===== src/rtl/umi_reghost.sv =====
// umi_reghost: single-outstanding UMI initiator. Turns local register accesses into
// UMI requests, waits for the matching response (or a timeout) and reports completion.
module umi_reghost #(
    parameter int              RW       = 32,
    parameter int              CW       = 32,
    parameter int              AW       = 64,
    parameter int              DW       = 64,
    parameter logic [AW-1:0]   HOSTADDR = '0,
    parameter logic [4:0]      HOSTID   = 5'd0,
    parameter int              TIMEOUT  = 1024
) (
    input  logic               clk,
    input  logic               reset,
    // local register port
    input  logic               reg_valid,
    input  logic               reg_write,
    input  logic               reg_posted,
    input  logic [AW-1:0]      reg_addr,
    input  logic [RW-1:0]      reg_wdata,
    output logic               reg_ready,
    output logic               reg_rvalid,
    output logic [RW-1:0]      reg_rdata,
    output logic [1:0]         reg_err,
    output logic               resp_unexpected,
    // UMI request channel
    output logic               uhost_req_valid,
    output logic [CW-1:0]      uhost_req_cmd,
    output logic [AW-1:0]      uhost_req_dstaddr,
    output logic [AW-1:0]      uhost_req_srcaddr,
    output logic [DW-1:0]      uhost_req_data,
    input  logic               uhost_req_ready,
    // UMI response channel
    input  logic               uhost_resp_valid,
    input  logic [CW-1:0]      uhost_resp_cmd,
    input  logic [AW-1:0]      uhost_resp_dstaddr,
    input  logic [AW-1:0]      uhost_resp_srcaddr,
    input  logic [DW-1:0]      uhost_resp_data,
    output logic               uhost_resp_ready
);

    typedef enum logic [1:0] {
        IDLE,
        REQ,
        RESP,
        DONE
    } state_t;

    localparam logic [4:0]  OP_READ   = 5'h01;
    localparam logic [4:0]  OP_WRITE  = 5'h03;
    localparam logic [4:0]  OP_POSTED = 5'h05;
    localparam logic [4:0]  OP_RDRESP = 5'h02;
    localparam logic [4:0]  OP_WRRESP = 5'h04;
    localparam logic [2:0]  SIZE      = 3'($clog2(RW / 8));
    localparam logic [16:0] TMO       = 17'(TIMEOUT);

    state_t        state;
    state_t        state_next;
    logic          running;
    logic          write_q;
    logic          posted_q;
    logic [AW-1:0] addr_q;
    logic [RW-1:0] wdata_q;
    logic [15:0]   timer;
    logic          accept;
    logic          req_fire;
    logic          resp_fire;
    logic          resp_match;
    logic          expire;
    logic [CW-1:0] cmd_int;
    logic [DW-1:0] data_int;
    logic          unused_bits;

    assign accept     = (state == IDLE) && running && reg_valid;
    assign req_fire   = (state == REQ) && uhost_req_ready;
    assign resp_fire  = uhost_resp_valid && running;
    assign resp_match = (state == RESP) && uhost_resp_valid
                        && (uhost_resp_dstaddr == HOSTADDR)
                        && (uhost_resp_cmd[4:0] == (write_q ? OP_WRRESP : OP_RDRESP));
    // The wait ends on the edge where the timer would reach TIMEOUT-1.
    assign expire     = (TIMEOUT != 0) && (state == RESP)
                        && (({1'b0, timer} + 17'd2) >= TMO);

    assign unused_bits = ^{uhost_resp_srcaddr, uhost_resp_cmd, uhost_resp_data};

    always_ff @(posedge clk or posedge reset) begin
        if (reset) begin
            state <= IDLE;
        end else begin
            state <= state_next;
        end
    end

    always_comb begin
        state_next = state;
        case (state)
            IDLE:    if (accept) state_next = REQ;
            REQ:     if (uhost_req_ready) state_next = posted_q ? DONE : RESP;
            RESP:    if (resp_match || expire) state_next = DONE;
            DONE:    state_next = IDLE;
            default: state_next = IDLE;
        endcase
    end

    // Request fields are only driven while the request is presented.
    always_comb begin
        cmd_int  = '0;
        data_int = '0;
        if (state == REQ) begin
            cmd_int[4:0]   = !write_q ? OP_READ : (posted_q ? OP_POSTED : OP_WRITE);
            cmd_int[7:5]   = SIZE;
            cmd_int[22]    = 1'b1;
            cmd_int[31:27] = HOSTID;
            if (write_q) begin
                data_int[RW-1:0] = wdata_q;
            end
        end
    end

    assign uhost_req_valid   = (state == REQ);
    assign uhost_req_cmd     = cmd_int;
    assign uhost_req_data    = data_int;
    assign uhost_req_dstaddr = (state == REQ) ? addr_q : '0;
    assign uhost_req_srcaddr = (state == REQ) ? HOSTADDR : '0;
    assign uhost_resp_ready  = running;
    assign reg_ready         = (state == IDLE) && running;
    assign reg_rvalid        = (state == DONE);

    always_ff @(posedge clk or posedge reset) begin
        if (reset) begin
            running         <= 1'b0;
            write_q         <= 1'b0;
            posted_q        <= 1'b0;
            addr_q          <= '0;
            wdata_q         <= '0;
            timer           <= '0;
            reg_rdata       <= '0;
            reg_err         <= 2'b00;
            resp_unexpected <= 1'b0;
        end else begin
            running         <= 1'b1;
            resp_unexpected <= resp_fire && !resp_match;
            if (accept) begin
                write_q  <= reg_write;
                posted_q <= reg_write && reg_posted;
                addr_q   <= reg_addr;
                wdata_q  <= reg_wdata;
            end
            if (req_fire) begin
                timer <= '0;
            end else if (state == RESP) begin
                timer <= timer + 16'd1;
            end
            // A response arriving on the timeout edge takes priority.
            if (req_fire && posted_q) begin
                reg_rdata <= '0;
                reg_err   <= 2'b00;
            end else if (resp_match) begin
                reg_err   <= uhost_resp_cmd[26:25];
                reg_rdata <= write_q ? '0 : uhost_resp_data[RW-1:0];
            end else if (expire) begin
                reg_err   <= 2'b11;
                reg_rdata <= '0;
            end
        end
    end

endmodule


===== config.mk =====
export PLATFORM = sky130hd
export DESIGN_NAME = umi_reghost
export DESIGN_NICKNAME = d
export VERILOG_FILES = /design/src/rtl/umi_reghost.sv
export SDC_FILE = /design/constraint.sdc
export NUM_CORES = 1
export LEC_CHECK = 0
export BUFFER_PORTS_ARGS = -buffer_cell sky130_fd_sc_hd__buf_2
export CORE_AREA = 2 2 226 228
export CTS_CLUSTER_DIAMETER = 120
export DETAILED_ROUTE_END_ITERATION = 16
export DIE_AREA = 0 0 228 230
export PLACE_DENSITY_LB_ADDON = 0.2
export SLEW_MARGIN = 20
export SYNTH_ARGS = -nofsm -noshare
export SYNTH_HDL_FRONTEND = slang
export SYNTH_SLANG_ARGS = --single-unit

===== constraint.sdc =====
create_clock -name clk -period 4.88 [get_ports clk]
set_clock_uncertainty 0.15 [all_clocks]
set_input_delay 0.732 -clock clk [delete_from_list [all_inputs] [get_ports clk]]
set_output_delay 0.732 -clock clk [all_outputs]
set_load 0.01 [all_outputs]

### After elaboration in Yosys (flattened, before gate mapping)

Index checks and enable logic that the tools add are counted.

| storage, ports and cells | value |
|---|---|
| flip-flop bits (word level) | 152 |
| output and inout bits | 263 |
| bits of input ports | 327 |
| word-level logic and storage cells | 60 |

| cells by class | value |
|---|---|
| equality and inequality tests | 7 |
| add/sub/neg operators | 2 |
| order comparisons | 1 |
| mux-type cells | 22 |
| reductions and logical operators | 18 |

Operators by type and width:

| operator | count |
|---|---|
| 32-bit 2-to-1 mux | 6 |
| 64-bit logical NOT | 1 |
| 64-bit 2-to-1 mux | 1 |
| 16-bit 2-to-1 mux | 2 |
| 16-bit by 2-bit adder with 17-bit output, second input constant | 1 |
| 17-bit by 11-bit greater-or-equal comparator with 1-bit output, second input constant | 1 |
| 16-bit by 1-bit adder with 16-bit output, second input constant | 1 |
| 2-bit 2-to-1 mux | 6 |
| 1-bit logical AND | 11 |
| 3-bit 2-to-1 mux | 3 |
| 2-bit case mux with 4 select lines | 1 |
| 7-bit 2-to-1 mux | 1 |
| 5-bit by 3-bit equality test with 1-bit output | 1 |
| 2-bit equality test, second input constant | 2 |
| 2-bit by 1-bit inequality test with 1-bit output, second input constant | 2 |
| 3-bit AND reduction | 1 |
| 3-bit nonzero test | 1 |
| 2-bit by 1-bit equality test with 1-bit output, second input constant | 1 |
| 2-bit logical NOT | 1 |
| 1-bit 2-to-1 mux | 2 |
| 2-bit inequality test, second input constant | 1 |
| 2-bit nonzero test | 1 |
| 1-bit logical NOT | 1 |
| 1-bit logical OR | 1 |

### Depth between registers and ports, before layout

Gate-level depths: netlist of run 1.

| logic depth | value |
|---|---|
| word-level depth | 7 |
| depth in mapped cells | 10 |
| depth with buffers taken out | 8 |

### Worst setup path before layout of run 1

No wires, ideal clock.

| path | value |
|---|---|
| kind | register -> output |
| start | register state[1] |
| end | output port uhost_req_dstaddr[34] |
| path buffers | 3 |
| required time | 3.998 ns |
| cell stages (with the launch flop) | 7 |
| data arrival time | 1.669 ns |
| setup slack | 2.329 ns |
| cell sequence | dfrtp_1 -> inv_1 -> ha_1 -> clkbuf_1 -> clkbuf_1 -> clkbuf_1 -> and2_1 |

| between the ends | value |
|---|---|
| longest elaborated chain between the ends | 2 |

Ends and longest elaborated chain:

| item | line | source |
|---|---|---|
| from (decl) | 56 | `state_t state;` |
| from (signal assigned) | 89 | `state <= state_next;` |
| 2-bit by 1-bit equality test with 1-bit output | - |  |
| named net uhost_req_valid | 26 | `output logic uhost_req_valid,` |
| 64-bit 2-to-1 mux | 122 | `assign uhost_req_dstaddr = (state == REQ) ? addr_q : '0;` |
| to (decl) | 28 | `output logic [AW-1:0] uhost_req_dstaddr,` |

The timed path passes the listed nets, and every way through them passes these cells.

### Final worst setup path of run 1

| path | value |
|---|---|
| start | register state[1] |
| end | output port uhost_req_data[6] |

| between the ends | value |
|---|---|
| longest elaborated chain between the ends | 2 |

Ends and longest elaborated chain:

| item | line | source |
|---|---|---|
| 2-bit by 1-bit equality test with 1-bit output | 108 | `if (state == REQ) begin` |
| 32-bit 2-to-1 mux | 108 |  |
| to (decl) | 30 | `output logic [DW-1:0] uhost_req_data,` |

Every way passes these cells.

==> qor.yml, run 1 <==
run_status: "finished clean"
endpoint_kind: "output pin"
drtAntennaViolNets: 0
die_w_um: 228
async_reset_ff_frac: 1.00
synth-seq-area-share: 0.461
ys.flop_type: "dfrtp_1"
drc: 0
worstSetupPathType: "register to output pin"
ir_drop_mv: 0.249
final_layout_size_suffix_gt1_frac: 0.457
regArea_sq_mm: 0.00380
hold_viol_final: 0
drt-initial-drc-count: 176
slew_viol_final: 0
clock.fmax_mhz: 290
gp_congestion: 0.782
pwr-share-comb: 0.334
postLayoutCoreUtil: 0.217
clkLatencyLatePin_ps: 470
syn_area_per_cell_sq_um: 10.8
nets: 1424
reg2reg_slack_ps: 1760
tightest_slew_ps: 879
p_int_uw: 3310
p_seq_frac: 0.390
r2r-start: "state[0]"
finalCritPeriodShare: 0.706
die_area_sq_mm: 0.0524
clock-root-buffer: "clkbuf_16"
syn_inst: 763
cts_resized: 0
cts_buffer_depth: 2
ys_ff_latch: 152
synth.distinct_cells: 43
firstDrtPassIters: 4
place_ws_ps: 1590
n_fill_cell: 5524
p_leak_uw: 0.00554
cts_tree: "built"
synth_top_area_share: 0.461
start_util: 0.166
viasPerCell: 3.63
cap_violations: 0
yosysMostFrequentCell: "dfrtp_1"
cts_sinks: 152
numPortBuffers: 345
crit_required_ps: 4000
core_area_sq_mm: 0.0499
postCtsSetupBuffers: 0
worstPathMaxFanout: 45
num_rows: 82
pin_count: 590
setup_tns_ps: 0
syn_to_final_growth_pct: 30.9
fin_crit_ps: 3440
max_slew_margin: 0.414
vias: 6461
power.total_uw: 5020
multiInputGateArea_sq_mm: 0.00369
hold_ws_ps: 212
path_cells: "inv_1, ha_2, buf_4, and3_1, buf_2"
numCtsBuffers: 17
grt_max_degree: 95
hp-class: "primary input to asynchronous set/reset pin"
start_kind: "register"
rsz0062_at_grt: "false"
grt_overflow: 0
switching_share: 0.340
die_y_um: 230
cp.arrival_ps: 2560
grt.total_usage: 0.102
synth_common_cells: "152 x dfrtp_1, 130 x buf_4, 99 x mux2_2, 67 x and2_1"
routedWlPerCell_um: 14.7
slowest_delay_ps: 720
dp_hpwl_mm: 18.7
yosysWarnings: 0
antenna_found_initial: 8
grt_pass1_wl_mm: 39.6
crit_path_top_delay_cell: "ha_2"
p_per_area_mw_per_mm2: 464
htreeDepth: 4
syn_area_sq_mm: 0.00826
cts_hold_buf: 0
power_switching_uw: 1710
r2r_end: "state[1]"
final-setup-viol-count: 0
routed_wirelength_mm: 26.2
reg2reg_depth: 9
pwr-share-clk: 0.276
synth_area_leaders: "dfrtp_1 46%, mux2_2 13%, buf_4 12%"
worst_slack_ps: 1440
yosys.area.top_type: "dfrtp_1"
grt_pass1_vias: 6496
synth-edff-count: 0
cts.clk_slew.worst_paths_ps: 70
==> power by group through the flow <==
stage | Clock [uW] | Combinational (uW) | Sequential, uW
4_1_cts | 1470 | 1730 | 1970
3_3_place_gp | 0 | 1730 | 1970
2_1_floorplan | 0 | 1240 | 1880
5_1_grt | 1520 | 1860 | 2020
6_report | 1380 | 1680 | 1960
3_5_place_dp | 0 | 1730 | 1980
==> placed cells by master (no fill, tap or decap), types with 5 or more instances in the layout <==
cell       count
buf_2        345
dfrtp_1      151
conb_1       124
mux2_2        99
and2_1        67
and3_1        38
nand3_1       37
a21oi_1       33
nand3b_1      32
nor2_1        24
nor4_1        17
clkbuf_16     17
nand2_1       15
xor2_1        14
buf_4         14
ha_1           7
nor3_1         5
nand4_1        5
inv_6          5
==> per-stage QoR <==
stage                     instances  cell area (sq um)
after global placement         1742              10200
after CTS                      1774              10800
after floorplan                 885               8720
after detailed placement       1742              10200
final                          1778              10800
after global routing           1775              10800
==> layer usage <==
layer  share of wire  up-vias  track usage
met5          0.0028        -            0
met4           0.023       10       0.0421
met2            0.49      309        0.169
met1            0.38     3099        0.108
li1                -     3006            -
met3           0.098       37       0.0528
==> worst max-delay path, delay by kind of cell, from the launching register on <==
family | cells | cell delay [ps]
flip-flops | 1 | 430
buffers and inverters | 3 | 710
adder cells (fa/ha/maj) | 1 | 720
AND/OR/NAND/NOR | 1 | 210
==> sequential cells by signal, summed over array words and instances (netlist names) <==
register and cells:
addr_q 64, reg_rdata 32, wdata_q 32, timer 16, reg_err 2, state 2, posted_q 1, resp_unexpected 1
uhost_resp_ready 1, write_q 1
==> kinds of logic (layout without fill, tap and decap cells) <==
| family | Yosys count | after routing | share of synthesized area |
|---|---|---|---|
| xor+xnor | 17 | 17 | 0.0180 |
| flops | 152 | 152 | 0.461 |
| other cells | 2 | 128 | 0.000909 |
| fa+ha+maj | 8 | 8 | 0.0121 |
| compound gates | 45 | 45 | 0.0323 |
| buf+inv | 180 | 397 | 0.150 |
| simple gates | 258 | 258 | 0.189 |
| mux | 101 | 101 | 0.137 |
==> layout make-up <==
class,count,area share
clock inverter,12,0.0130
timing repair buffer,360,0.171
clock buffer,20,0.0413
multi-input combinational,553,0.342
sequential,152,0.352
antenna,4,0.000926
inverter,5,0.00208
tap,672,0.0778
==> worst max path at each step <==
| stage | from | endpoint | slack (ps) | cells past startpoint |
|---|---|---|---|---|
| final | state[1] | uhost_req_data[6] | 1440 | 5 |
| after global routing | state[1] | uhost_req_data[12] | 1180 | 5 |
| after CTS | state[1] | uhost_req_data[6] | 1300 | 5 |
| after detailed placement | state[0] | reg_err[1] | 1590 | 10 |
| after global placement | state[0] | state[1] | 1560 | 9 |
| after floorplan | reset | addr_q[0] | 2080 | 1 |
(Power assumes the default switching activity.)
==> run 2: changes to the inputs <==
Settings changed: CORE_AREA 2 2 226 228 to 2 2 229 231, DIE_AREA 0 0 228 230 to 0 0 231 233.
Clock period 4.88 ns to 3.3 ns, I/O delays scaled along.
==> qor.yml, run 2 (synthesized netlist as in run 1, its figures left out) <==
rsz0062_at_grt: "false"
core_area_sq_mm: 0.0511
final_common_cell: "buf_2"
run_status: "finished clean"
num_rows: 83
top_regs: "addr_q: 64 flops, reg_rdata: 32 flops, wdata_q: 32 flops"
hold_viol_final: 0
antenna_found_initial: 5
postLayoutCoreUtil: 0.213
tightest_slew_ps: 647
cts.clk_slew.worst_paths_ps: 70
startpoint: "state[0]"
die_w_um: 231
n_fill_cell: 5651
drc: 0
p_per_area_mw_per_mm2: 681
cts_resized: 0
p_leak_uw: 0.00554
setup_tns_ps: 0
pwr-share-clk: 0.271
routed_wirelength_mm: 25.7
final_layout_size_suffix_gt1_frac: 0.457
slew_viol_final: 0
reg2reg_depth: 10
p_seq_frac: 0.390
slowest_delay_ps: 410
clock-root-buffer: "clkbuf_16"
vias: 6453
pin_count: 590
syn_to_final_growth_pct: 31.6
grt_pass1_wl_mm: 37.7
crit_required_ps: 3540
cp.arrival_ps: 3010
regMostFlops: "addr_q"
place_ws_ps: 347
power_switching_uw: 2500
r2r-start: "state[0]"
routedWlPerCell_um: 14.4
clkLatencyLatePin_ps: 460
htreeDepth: 4
cp_num_buf_inv: 3
pwr-share-comb: 0.340
dp_hpwl_mm: 18.3
max_slew_margin: 0.568
cts_sinks: 152
hold_depth: 2
whs_endpoint: "addr_q[36]"
path_cells: "inv_1, ha_1, nor4b_1, buf_4, nand4_1, nor2_1, nand3_2, buf_4, and3b_2, nor3_1"
endpoint_kind: "register"
grt_pass1_vias: 6404
numCtsBuffers: 17
clock.fmax_mhz: 361
firstDrtPassIters: 4
nets: 1425
final-setup-viol-count: 0
grt_overflow: 0
drt-initial-drc-count: 177
drtAntennaViolNets: 0
ir_drop_mv: 0.384
worstPathMaxFanout: 37
cp_common_cell: "buf_4"
start_util: 0.162
start_kind: "register"
grt.total_usage: 0.0950
viasPerCell: 3.62
hp-class: "primary input to register"
fin_crit_ps: 2770
cts_buffer_depth: 2
postCtsSetupBuffers: 0
die_y_um: 233
switching_share: 0.337
grt_max_degree: 104
crit_path_top_delay_cell: "dfrtp_1"
power.total_uw: 7400
numPortBuffers: 345
worstSetupPathType: "register to register"
min_from: "reg_addr[36]"
reg2reg_slack_ps: 530
cts_tree: "built"
r2r_end: "reg_err[1]"
finalCritPeriodShare: 0.840
p_int_uw: 4910
worst_slack_ps: 529
cpLargestDelayFamily: "simple AND/OR/NAND/NOR gates"
largest_reg_flops: 64
mostFrequentLayoutCells: "345 x buf_2, 151 x dfrtp_1, 124 x conb_1"
gp_congestion: 0.671
cap_violations: 0
die_area_sq_mm: 0.0538
run 2: cell count changes in the layout (fill, tap and decap cells not counted), moves of 3 or more:
| cell | change |
|---|---|
| inv_6 | -5 |
| diode_2 | -3 |
| clkinvlp_4 | +6 |
| buf_4 | -5 |
| buf_12 | +5 |
run 2: worst max-delay path by stage:
| stage | slack [ps] | cells past startpoint | endpoint |
|---|---|---|---|
| after floorplan | 740 | 1 | addr_q[0] |
| final | 530 | 10 | reg_err[1] |
| after global routing | 110 | 10 | reg_err[1] |
| after CTS | 330 | 10 | reg_err[1] |
| after global placement | 340 | 9 | reg_err[1] |
| after detailed placement | 350 | 10 | reg_err[1] |
run 2: cell type report:
class	instances	area (sq um)	area share
Inverter	5	22.5	0.00207
Multi-Input combinational cell	553	3690	0.340
Timing Repair Buffer	361	1920	0.177
Sequential cell	152	3800	0.350
Tap cell	680	851	0.0783
Clock inverter	11	128	0.0117
Clock buffer	19	443	0.0408
Antenna cell	1	2.50	0.000230
run 2: through the flow:
step	instance area, sq um	cells	hold slack [ps]
floorplan	8720	885	321
global placement	10300	1750	329
detailed placement	10300	1750	335
CTS	10900	1781	37.1
global route	10900	1782	54.9
finish	10900	1782	95.9
run 2: layer usage:
metal,up-vias,routed length [um],track usage,part of all wire
li1,3004,-,-,-
met1,3096,9880,0.105,0.38
met2,305,12700,0.156,0.50
met3,40,2420,0.0452,0.094
met4,8,620,0.0403,0.024
met5,-,49,0,0.0019
run 2: what timing repair did:
item,in CTS,in global routing
hold endpoints to repair,23,0
hold buffers,1,0
endpoints found under the setup margin,0,0
run 2: power groups by stage:
stage	sequential, uW	combinational (uW)	clock (uW)
floorplan	2780	1830	0
global placement	2910	2570	0
detailed placement	2920	2580	0
CTS	2900	2590	2120
global route	2990	2790	2180
finish	2890	2510	2000
